File: config.mk
export PLATFORM = sky130hd
export DESIGN_NAME = pc_fetch_sequencer
export DESIGN_NICKNAME = d
export VERILOG_FILES = /design/src/rtl/pc_pkg.sv /design/src/rtl/pc_next_calc.sv /design/src/rtl/pc_fetch_sequencer.sv
export SDC_FILE = /design/constraint.sdc
export NUM_CORES = 1
export LEC_CHECK = 0
export ABC_AREA = 1
export CAP_MARGIN = 20
export CORE_AREA = 2 2 83 85
export CTS_CLUSTER_DIAMETER = 200
export DETAILED_ROUTE_END_ITERATION = 8
export DIE_AREA = 0 0 85 87
export PLACE_DENSITY = 0.66
export SETUP_SLACK_MARGIN = 0.4
export SYNTH_ARGS = -nofsm -noshare
export SYNTH_HDL_FRONTEND = slang
export SYNTH_SLANG_ARGS = --single-unit
File: constraint.sdc
create_clock -name Clk -period 5.88 [get_ports Clk]
set_input_delay 1.47 -clock Clk [delete_from_list [all_inputs] [get_ports Clk]]
set_output_delay 1.47 -clock Clk [all_outputs]
set_load 0.01 [all_outputs]
File: src/rtl/pc_pkg.sv
// Shared types and default sizing for the program-counter / fetch sequencer slice.
package pc_pkg;

  typedef enum logic [1:0] {
    IDLE   = 2'd0,
    RUN    = 2'd1,
    HALTED = 2'd2,
    FAULT  = 2'd3
  } pc_state_t;

  localparam int PC_W       = 12;
  localparam int IMEM_DEPTH = 1024;

endpackage

File: src/rtl/pc_next_calc.sv
// Next-PC adder (sequential or signed-offset branch) with instruction-memory range check.
module pc_next_calc
  import pc_pkg::*;
#(
  parameter int D         = PC_W,
  parameter int MEM_DEPTH = IMEM_DEPTH
) (
  input  logic [D-1:0] prog_ptr,
  input  logic [D-1:0] target,
  input  logic         branch_en,
  output logic [D-1:0] next,
  output logic         oob
);

  // Plain D-bit add: a negative offset in two's complement wraps modulo 2^D.
  always_comb begin
    next = prog_ptr + (branch_en ? target : D'(1));
    oob  = ({1'b0, next} >= (D+1)'(MEM_DEPTH));
  end

endmodule

File: src/rtl/pc_fetch_sequencer.sv
// Program counter and run/halt/fault sequencer driving the instruction-memory fetch address.
//
//   state  | meaning
//   IDLE   | after reset, waiting for Start; prog_ptr holds
//   RUN    | fetching; PC advances, branches, or stalls each cycle
//   HALTED | halt retired; everything holds until Start
//   FAULT  | next fetch address fell outside instruction memory; waits for Start
module pc_fetch_sequencer
  import pc_pkg::*;
#(
  parameter int D         = PC_W,
  parameter int MEM_DEPTH = IMEM_DEPTH,
  parameter int CNT_W     = 16
) (
  input  logic             Clk,
  input  logic             Reset,
  input  logic             Start,
  input  logic [D-1:0]     start_addr,
  input  logic             branch_en,
  input  logic [D-1:0]     target,
  input  logic             stall,
  input  logic             halt,
  output logic [D-1:0]     prog_ptr,
  output logic             running,
  output logic             Done,
  output logic             fault,
  output logic [CNT_W-1:0] instr_count
);

  pc_state_t        state_q, state_d;
  logic [D-1:0]     prog_ptr_q, prog_ptr_d;
  logic [CNT_W-1:0] instr_count_q, instr_count_d;
  logic             done_q, done_d;
  logic             running_q, running_d;
  logic             fault_q, fault_d;

  logic [D-1:0]     next_pc;
  logic             next_oob;
  logic [CNT_W-1:0] count_inc;

  pc_next_calc #(
    .D         (D),
    .MEM_DEPTH (MEM_DEPTH)
  ) u_next_calc (
    .prog_ptr  (prog_ptr_q),
    .target    (target),
    .branch_en (branch_en),
    .next      (next_pc),
    .oob       (next_oob)
  );

  assign count_inc = (&instr_count_q) ? instr_count_q : instr_count_q + CNT_W'(1);

  always_comb begin
    state_d       = state_q;
    prog_ptr_d    = prog_ptr_q;
    instr_count_d = instr_count_q;
    done_d        = 1'b0;

    if (Start) begin
      state_d       = RUN;
      prog_ptr_d    = start_addr;
      instr_count_d = '0;
    end else if (state_q == RUN) begin
      if (halt) begin
        state_d       = HALTED;
        done_d        = 1'b1;
        instr_count_d = count_inc;
      end else if (!stall) begin
        // An out-of-range fetch is never issued: PC keeps the last legal address.
        if (next_oob) begin
          state_d = FAULT;
        end else begin
          prog_ptr_d    = next_pc;
          instr_count_d = count_inc;
        end
      end
    end

    running_d = (state_d == RUN);
    fault_d   = (state_d == FAULT);
  end

  always_ff @(posedge Clk or negedge Reset) begin
    if (!Reset) begin
      state_q       <= IDLE;
      prog_ptr_q    <= '0;
      instr_count_q <= '0;
      done_q        <= 1'b0;
      running_q     <= 1'b0;
      fault_q       <= 1'b0;
    end else begin
      state_q       <= state_d;
      prog_ptr_q    <= prog_ptr_d;
      instr_count_q <= instr_count_d;
      done_q        <= done_d;
      running_q     <= running_d;
      fault_q       <= fault_d;
    end
  end

  assign prog_ptr    = prog_ptr_q;
  assign running     = running_q;
  assign Done        = done_q;
  assign fault       = fault_q;
  assign instr_count = instr_count_q;

endmodule

==> impl_summary.log <==
INFO  metric layout.nets = 451
INFO  metric post_cts.repair.setup_buffers = 0
INFO  metric worstReg2RegStart = prog_ptr[10]
INFO  metric layout.cell_area.non_filler = 3280 um2
INFO  metric cts-root-to-sink-buffers = 2
INFO  metric route.antenna.remaining_nets = 0
INFO  metric rows = 30
INFO  metric use_met2 = 25.6%
INFO  metric worst_path_largest_cell_delay = 0.75 ns
INFO  metric synth_top_family_by_area = simple AND/OR/NAND/NOR gates
INFO  metric comb_power_share = around 50%
INFO  metric synth-warning-count = 0
INFO  metric startpoint = branch_en
INFO  metric synth-xor-area-share = approximately 3.8%
INFO  metric cts_root_buffer = sky130_fd_sc_hd__clkbuf_8
INFO  metric adder_and_majority_gate_portion_of_the_synthesized_area = between 6 and 7%
INFO  metric timing.critical_path.from_type = input pin
INFO  metric grt_pass1_wl = 9900 um
INFO  metric stdcell_count = 489
INFO  metric crit_end = prog_ptr[4]
INFO  metric final_cell_mix = 109 x sky130_fd_sc_hd__nand2_1, 60 x sky130_fd_sc_hd__clkdlybuf4s50_1, 39 x sky130_fd_sc_hd__inv_1, 33 x sky130_fd_sc_hd__dfrtp_1
INFO  metric max_freq = about 260 MHz
INFO  metric slew_headroom = 65.1%
INFO  metric vias_in_the_first_global_route = 2097
INFO  metric ff2ff_setup_slack = about 3.7 ns
INFO  metric die_area = around 7400 um2
INFO  metric setup.worst_path.end_class = flop
INFO  metric post-route-drc-count = 0
INFO  metric pwr_density = 300 nW/um2
INFO  metric p_leak = 1.56 nW
INFO  metric die_w = 85 um
INFO  metric crit_path_top_delay_cell = sky130_fd_sc_hd__clkdlybuf4s50_1
INFO  metric grt-busiest-layer = met2
INFO  metric cts_inserted_buffers = 5
INFO  metric ff_latch_area = 826 um2
INFO  metric sequentialPowerShare = 32.5%
INFO  metric routed-via-count = 2368
INFO  metric fp.coreArea = 6570 um2
INFO  metric port-buffer-count = 60
INFO  metric worstPathMaxFanout = 21
INFO  metric use_met3 = 2.18%
INFO  metric tightestPinTransition = 0.524 ns
INFO  metric finalSetupViolCount = 0
INFO  metric drt_pass1_iterations = 4
INFO  metric hold_viol_final = 0
INFO  metric power.clock.fraction = 17.4%
INFO  metric setup_tns = 0 ns
INFO  metric cellInternalPower = 0.584 mW
INFO  metric clk-insertion-delay-late = 0.29 ns
INFO  metric synth_cell_types = 34
INFO  metric run_status = finished, final reports clean
INFO  metric synthesis_stage_register_bit_count = 33
INFO  metric timing.reg2reg.worst_path_depth = 12
INFO  metric post_cts_resize_count = 0
INFO  metric drt_first_iter_violations = 103
INFO  metric netSwitchingFraction = approximately two fifths
INFO  metric global_route.overflow_total = 0
INFO  metric drt-wirelength-per-cell = between 10 and 15 um
INFO  metric synthToLayoutAreaGrowth = 28.2%
INFO  metric global_route.usage.total = 16.6%
INFO  metric finish.utilization = roughly 50%
INFO  metric multi_input_area = ~1500 um2
INFO  metric finalWorstPathRequiredPeriod = 3.82 ns
INFO  metric crit_chain = clkdlybuf4s50_1 > nand2_1 > inv_1 > ha_1 > nand2_1 > inv_1 > a21oi_1 > nand3_2 > nand2_1 > nand2_1 > nand2_2 > nand2_2 > nand2_2 > nand2_1 > o21ai_2
INFO  metric rr_endpoint = prog_ptr[4]
INFO  metric final_min_period_over_clock_period = between 60 and 70%
INFO  metric start_util = roughly 39%
INFO  metric synth_sequential_area_ratio = between 30% and 40%
INFO  metric cts-htree-levels = 2
INFO  metric clkSinkCount = 33
INFO  metric fillerInstances = slightly above 600
INFO  metric drive_above_1_share = a little over an eighth
INFO  metric floorplan.io_pins = 61
INFO  metric clkTransAtPathRegs = approximately 0.070 ns
INFO  metric synth.mux.area_fraction = 2.35%
INFO  metric hp-class = flop to flop
INFO  metric routabilityCongestion = ~0.85
INFO  metric synthesis.instances = 348
INFO  metric diodes = 0
INFO  metric dpl_cell_area = about 3200 um2
INFO  metric postSynthNetCount = 391
INFO  metric post_synth_and_or_nand_nor_area_fraction = 32.7%
INFO  metric dp.cells = 481
INFO  metric pin_count_of_the_biggest_net_entering_global_routing = 34
INFO  metric dp.final_hpwl = 4480 um
INFO  metric synth.cell_area = 2560 um2
INFO  metric synth_compound_area_share = 13.2%
INFO  metric switching_power = roughly 0.40 mW
INFO  metric worst-endpoint-required = between 6 and 7 ns
INFO  metric worstPathArrival = roughly 4.0 ns
INFO  metric drt-vias-per-instance = 4.84
INFO  metric irDropWorstVdd = around 0.00015 V
INFO  metric fin_worst_skew = 0.00383 ns
INFO  metric drt_wl_total = 6040 um
INFO  metric grt_setup_unrepaired = false
INFO  metric report.final.slew_viol_count = 0
INFO  metric die_y = 87 um
INFO  metric synth_area_per_cell = 7.36 um2
INFO  metric max_cap_violations = 0
INFO  metric tritoncts = built
INFO  metric critical_path.most_common_cell = sky130_fd_sc_hd__nand2_1
INFO  metric worst-setup-path-type = input pin to flop
INFO  metric final_common_cell = sky130_fd_sc_hd__nand2_1
INFO  metric grt.met1_usage = 24.2%
INFO  metric antenna_found_initial = 0
INFO  metric cts_hold_buf = 0
[area by class of cell]
cell class	count	share of cell area (%)
multi-input combinational	266	45.8
clock inverter	2	0.305
inverter	39	4.46
timing repair buffer	63	19.0
sequential	33	25.2
tap	80	3.05
clock buffer	6	2.21
[worst min path at each step]
stage / cells past startpoint / endpoint / slack [ns] / from
after CTS: 2 / prog_ptr[10] / 0.53 / prog_ptr[10]
final: 2 / prog_ptr[5] / 0.53 / prog_ptr[5]
after global routing: 2 / prog_ptr[3] / 0.56 / prog_ptr[3]
after global placement: 2 / prog_ptr[6] / 0.51 / prog_ptr[6]
after floorplan: 2 / Done / 0.49 / state_q[0]
after detailed placement: 2 / prog_ptr[7] / 0.52 / prog_ptr[7]
[worst max-delay path, delay by kind of cell]
kind | cells | cell delay (ns)
buf+inv | 3 | 0.86
simple gates | 9 | 1.08
fa+ha+maj | 1 | 0.27
compound gates | 2 | 0.34
[kinds of logic after synthesis]
| kind of cell | after synthesis |
|---|---|
| AO/OA/AOI/OAI | 47 |
| XOR/XNOR | 11 |
| adder cells (fa/ha/maj) | 13 |
| buffers and inverters | 49 |
| flip-flops | 33 |
| multiplexers | 6 |
| AND/OR/NAND/NOR | 189 |
[sequential cells by signal, indices dropped and copies added, names as in the netlist]
name	count
prog_ptr	12
instr_count	16
state_q	2
fault	1
running	1
Done	1
[metal layers]
metal  routed length, um  share of wire, %
met2                2690                45
met1                3050                50
met4                  78               1.3
met3                 224               3.7
met5                   0                 0
[cells in the mapped netlist, drive strengths merged]
| master | number | share of area (%) |
|---|---|---|
| o22ai | 1 | 0.24 |
| dfrtp | 33 | 32 |
| nand2 | 120 | 19 |
| nor4 | 1 | 0.24 |
| buf | 7 | 2.9 |
| a21oi | 9 | 1.8 |
| a21o | 1 | 0.29 |
| nand3 | 26 | 5.5 |
| nand4 | 3 | 0.73 |
| or2 | 7 | 1.7 |
| o21ai | 33 | 10 |
| a31oi | 1 | 0.24 |
| nor3 | 3 | 0.78 |
| nand3b | 4 | 1.2 |
| xnor2 | 3 | 1.0 |
| fa | 1 | 0.78 |
| a31o | 2 | 0.68 |
| mux2i | 6 | 2.3 |
| clkbuf | 3 | 0.44 |
| ha | 12 | 5.9 |
| inv | 39 | 5.7 |
| xor2 | 8 | 2.7 |
| nor2 | 25 | 3.8 |
[stage by stage]
step	setup WS, ns	hold WS [ns]	power, mW
floorplan	2.63	0.491	0.650
global placement	1.83	0.514	0.809
detailed placement	1.75	0.517	0.816
CTS	2.05	0.534	0.993
global route	1.75	0.558	1.06
finish	2.06	0.533	0.984
[power by group through the flow]
stage | clock [mW] | combinational, mW | sequential, mW
after floorplan | 0 | 0.313 | 0.336
final | 0.171 | 0.493 | 0.320
after CTS | 0.176 | 0.497 | 0.320
after global placement | 0 | 0.484 | 0.324
after detailed placement | 0 | 0.493 | 0.323
after global routing | 0.182 | 0.555 | 0.327
(Power assumes the default switching activity.)
